File: src/rtl/irq_dispatch.sv
// Interrupt front-end: syncs 16 request lines, holds pending state, and
// dispatches the encoder's winning index to the core, holding off until EOI.
//
// Ports:
//   clock, reset_n          clock and synchronous active-low reset
//   irq_in, irq_mask        raw request lines and per-source enables
//   enc_vector              masked pending vector to the priority encoder
//   enc_addr, enc_match     encoder result (highest set bit, any bit set)
//   req_valid, req_id       dispatch offer to the core
//   req_ready               core accepts the offer
//   eoi                     end-of-interrupt pulse from the core
//   in_service              an accepted request is awaiting EOI
//   pending                 raw unmasked pending register
module irq_dispatch #(
  parameter logic [15:0] EDGE_SRC = 16'h0000
) (
  input  logic        clock,
  input  logic        reset_n,
  input  logic [15:0] irq_in,
  input  logic [15:0] irq_mask,
  output logic [15:0] enc_vector,
  input  logic [3:0]  enc_addr,
  input  logic        enc_match,
  output logic        req_valid,
  output logic [3:0]  req_id,
  input  logic        req_ready,
  input  logic        eoi,
  output logic        in_service,
  output logic [15:0] pending
);

  typedef enum logic [1:0] {
    IDLE    = 2'd0,
    OFFER   = 2'd1,
    SERVICE = 2'd2
  } state_e;

  state_e      state_q, state_d;
  logic [15:0] s1_q, s1_d;
  logic [15:0] s2_q, s2_d;
  logic [15:0] s3_q, s3_d;
  logic [15:0] pend_q, pend_d;
  logic        req_valid_q, req_valid_d;
  logic [3:0]  req_id_q, req_id_d;
  logic        in_service_q, in_service_d;

  logic [15:0] rise;
  logic [15:0] clr;
  logic        accept;

  // Synchroniser chain and pending update.
  always_comb begin
    s1_d   = irq_in;
    s2_d   = s1_q;
    s3_d   = s2_q;
    rise   = s2_q & ~s3_q;
    accept = (state_q == OFFER) && req_ready;
    clr    = accept ? (16'h0001 << req_id_q) : 16'h0000;
    // Edge bits: set wins over a same-cycle clear so no event is lost.
    // Level bits simply follow the synchronised line.
    pend_d = (EDGE_SRC & ((pend_q & ~clr) | rise))
           | (~EDGE_SRC & s2_q);
  end

  // Dispatch FSM.
  always_comb begin
    state_d      = state_q;
    req_valid_d  = req_valid_q;
    req_id_d     = req_id_q;
    in_service_d = in_service_q;
    unique case (state_q)
      IDLE: begin
        if (enc_match) begin
          req_id_d    = enc_addr;
          req_valid_d = 1'b1;
          state_d     = OFFER;
        end
      end
      OFFER: begin
        // Offer is never withdrawn; req_id stays frozen until accepted.
        if (req_ready) begin
          req_valid_d  = 1'b0;
          in_service_d = 1'b1;
          state_d      = SERVICE;
        end
      end
      SERVICE: begin
        if (eoi) begin
          in_service_d = 1'b0;
          state_d      = IDLE;
        end
      end
      default: begin
        req_valid_d  = 1'b0;
        in_service_d = 1'b0;
        state_d      = IDLE;
      end
    endcase
  end

  always_ff @(posedge clock) begin
    if (!reset_n) begin
      state_q      <= IDLE;
      s1_q         <= '0;
      s2_q         <= '0;
      s3_q         <= '0;
      pend_q       <= '0;
      req_valid_q  <= 1'b0;
      req_id_q     <= '0;
      in_service_q <= 1'b0;
    end else begin
      state_q      <= state_d;
      s1_q         <= s1_d;
      s2_q         <= s2_d;
      s3_q         <= s3_d;
      pend_q       <= pend_d;
      req_valid_q  <= req_valid_d;
      req_id_q     <= req_id_d;
      in_service_q <= in_service_d;
    end
  end

  assign enc_vector = pend_q & irq_mask;
  assign pending    = pend_q;
  assign req_valid  = req_valid_q;
  assign req_id     = req_id_q;
  assign in_service = in_service_q;

endmodule

File: config.mk
export PLATFORM = sky130hd
export DESIGN_NAME = irq_dispatch
export DESIGN_NICKNAME = d
export VERILOG_FILES = /design/src/rtl/irq_dispatch.sv
export SDC_FILE = /design/constraint.sdc
export NUM_CORES = 1
export LEC_CHECK = 0
export ABC_CLOCK_PERIOD_IN_PS = 1000
export CELL_PAD_IN_SITES_DETAIL_PLACEMENT = 2
export CELL_PAD_IN_SITES_GLOBAL_PLACEMENT = 2
export CORE_UTILIZATION = 25
export CTS_BUF_LIST = sky130_fd_sc_hd__clkbuf_4 sky130_fd_sc_hd__clkbuf_8
export CTS_CLUSTER_DIAMETER = 30
export DETAILED_ROUTE_END_ITERATION = 8
export PLACE_DENSITY = 0.87
export RECOVER_POWER = 100
export SYNTH_ARGS = -nofsm -noshare
export SYNTH_HDL_FRONTEND = slang
export SYNTH_SLANG_ARGS = --single-unit
File: constraint.sdc
create_clock -name clock -period 1 [get_ports clock]
set_input_delay 0.2 -clock clock [delete_from_list [all_inputs] [get_ports clock]]
set_output_delay 0.2 -clock clock [all_outputs]
set_load 0.02 [all_outputs]
==> summary.txt <==
Placed design
  • Placed Cells incl. Taps: 309
  • I/O Buffers: 78
  • Final GP Congestion: 0.645
  • Dpl hpwl: ~2900 um

Cells and area
  • Share of layout cells above drive strength 1: 39.8%
  • Final #Nets: between 200 and 300
  • Area of the multi-input gates: just over 600 um2
  • Final std cells w/o fill: 321
  • ANT cells: 0
  • Fillers: 666
  • Area growth syn-to-layout: 64.0%
  • Reg area: between 1000 and 1500 um2

Clock tree
  • Skew-Pair Late Insertion Delay: 300 ps
  • CTS max path bufs: 2
  • H-Tree Level Count: 2
  • Num CTS Buffers: 5
  • CTS clock-pin slew for the worst setup and hold paths: 100 ps
  • Clock Sinks: 56
  • TritonCTS clock tree: yes
  • CTS Root Cell: clkbuf_8
  • Hold Buf Count CTS: 0

STA
  • Post-route worst setup slack: -108 ps
  • Final worst-path cycle share: 111%
  • Setup TNS: -1620 ps
  • Finish-stage setup viols: 19
  • Worst-margin pin slew: 577 ps
  • RSZ-0062 raised after global routing: true
  • Final hold violations: 0
  • Normalized max-slew margin: 61.5%
  • Skew final: 6.76 ps
  • Fmax: 902 MHz
  • Min cycle time layout: 1110 ps
  • Final max-slew violation count: 0

Logic synthesis
  • Yosys top cell area share: 65.3%
  • Synth Net Count: between 150 and 200
  • Sequential fraction of the synthesis area: about two thirds
  • Register bit total from synthesis: 56
  • Average cell area after synthesis: 11.2 um2
  • Synth area leader: dfxtp_1
  • Warning count from the yosys run: 0
  • Gate Count Post-Synth: 154
  • Synth top area cells: dfxtp_1 (65%), and2_1 (23%), o21ai_0 (1.5%), nand2_1 (1.3%), nand3_1 (1.2%)
  • Post-Syn Area: about 1700 um2
  • Yosys cell types: 17

Global route
  • First-pass GRT wire length: approximately 6200 um
  • Largest net degree at the start of global routing: 45
  • Total GRT Usage: 11.2%
  • Initial antenna violation count: 0
  • Overflow after GRT: 0
  • Vias in the first global route: ~1400

Detailed routing
  • WL final: 3940 um
  • WL met3: roughly 290 um
  • Via/cell ratio: 4.12
  • Met2 Wirelength: about 2200 um
  • Metal-1 WL: 1380 um
  • Vias: 1324
  • Final ANT Viol Nets: 0
  • Residual DRC: 6
  • Top layer in use: met4
  • 1st-iter DRT viols: 62
  • Wire per inst: ~12 um
  • Drt pass-1 iters: 8

Hold path
  • Hold depth: 2
  • Hold Path Class: input port to flop

Floorplanning
  • Initial core utilization: 26.4%
  • Die X: 84.9 um
  • Die area: 7210 um2
  • Core region area: ~6500 um2
  • Die Ht: 84.9 um
  • # rows: 29
  • I/O Pins: 79

Pwr
  • Power per standard cell area: approximately 1500 nW/um2
  • VDD IR max: 512 uV
  • Leak: roughly 1.2 nW
  • Power, Total: approximately 4.1 mW

Setup path
  • CP Max Fanout: 2
  • Cells on worst reg2reg path: 4
  • Crit. End Element: primary output
  • CP Class: flop to primary output
  • Kind of start point of the critical path: flop
  • Arrival time at the worst endpoint: 910 ps
  • WP data required: around 800 ps

Run status
  • Failing checks: DRC, setup timing
  • Status: finished with violations

Run
  • Max capacitance violation total: 0
==> repair_timing <==
item	in CTS	in global routing
pin swaps	18	0
hold endpoints to repair	0	0
setup endpoints to repair	42	39
gates resized for setup	259	22
buffers inserted	1	3
==> critical path: stages (launching register included) <==
cell     delay [ps]
dfxtp_2         360
and2_4          140
buf_6           100
==> layer usage <==
metal	up-vias	GRT usage (%)
met2	51	21.1
met4	0	6.01
li1	652	-
met1	614	10.9
met3	7	3.60
met5	-	0
==> synth_stat cells <==
| master | number |
|---|---|
| a21oi_1 | 1 |
| nand3_1 | 4 |
| inv_1 | 1 |
| clkbuf_1 | 4 |
| nor3b_4 | 1 |
| a21oi_2 | 1 |
| and2_1 | 64 |
| a31o_1 | 1 |
| nand3b_1 | 1 |
| or2b_1 | 2 |
| a21boi_0 | 2 |
| buf_4 | 2 |
| dfxtp_1 | 56 |
| nor2_1 | 1 |
| nand2b_1 | 2 |
| o21ai_0 | 5 |
| nand2_1 | 6 |
==> kinds of logic after synthesis <==
| group | count (synthesis) | synth area share [%] |
|---|---|---|
| AOI/OAI and AO/OA | 10 | 3.64 |
| buffers and inverters | 7 | 1.97 |
| DFF | 56 | 65.3 |
| and+or+nand+nor | 81 | 29.1 |
==> power breakdown <==
part	switching, mW	internal [mW]
registers	0.0470	2.34
clock network	0.715	0.498
logic	0.185	0.303
total	0.948	3.14
==> flip-flops by register name (all words and copies together), names as in the netlist <==
signal and count:
pend_d 16, pending 16, s1_q 16, req_id 4, state_q 2, in_service 1
req_valid 1
==> cells in the final DEF (no fill, tap or decap), types with 4 or more instances in the layout <==
| cell | Yosys | layout |
|---|---|---|
| buf_6 | 0 | 38 |
| clkdlybuf4s50_1 | 0 | 25 |
| nand2_1 | 6 | 6 |
| clkbuf_8 | 0 | 5 |
| buf_4 | 2 | 7 |
| dlygate4sd2_1 | 0 | 12 |
| and2_4 | 0 | 16 |
| o21ai_0 | 5 | 4 |
| and2_1 | 64 | 47 |
| dfxtp_2 | 0 | 24 |
| nand3_1 | 4 | 4 |
| dfxtp_1 | 56 | 32 |
==> worst paths after layout <==
check	startpoint	end	slack, ps
min reg2reg	pend_d[0]	pending[0]	440
max reg2reg	state_q[0]	req_id[0]	50
min	reset_n	s1_q[14]	220
max	pending[15]	enc_vector[15]	-110
==> area by class of cell <==
cell class / instances / area share, %
repair buffers: 88 / 31.0
well taps: 77 / 3.42
multi-input cells: 91 / 21.4
flip-flops and latches: 56 / 40.9
clock buffers: 5 / 2.44
clock inverters: 3 / 0.755
inverters: 1 / 0.133
==> per-stage QoR <==
| step | setup WS [ps] | utilization, % | hold slack, ps | area (um2) |
|---|---|---|---|---|
| 5_1_grt | -144 | 43.4 | 234 | 2820 |
| 4_1_cts | -119 | 41.9 | 161 | 2720 |
| 3_3_place_gp | -550 | 40.1 | 415 | 2610 |
| 2_1_floorplan | 100 | - | 327 | 1720 |
| 3_5_place_dp | -590 | 40.1 | 417 | 2610 |
| 6_report | -108 | 43.4 | 215 | 2820 |
Note: power is estimated with default switching activity, not from simulation.
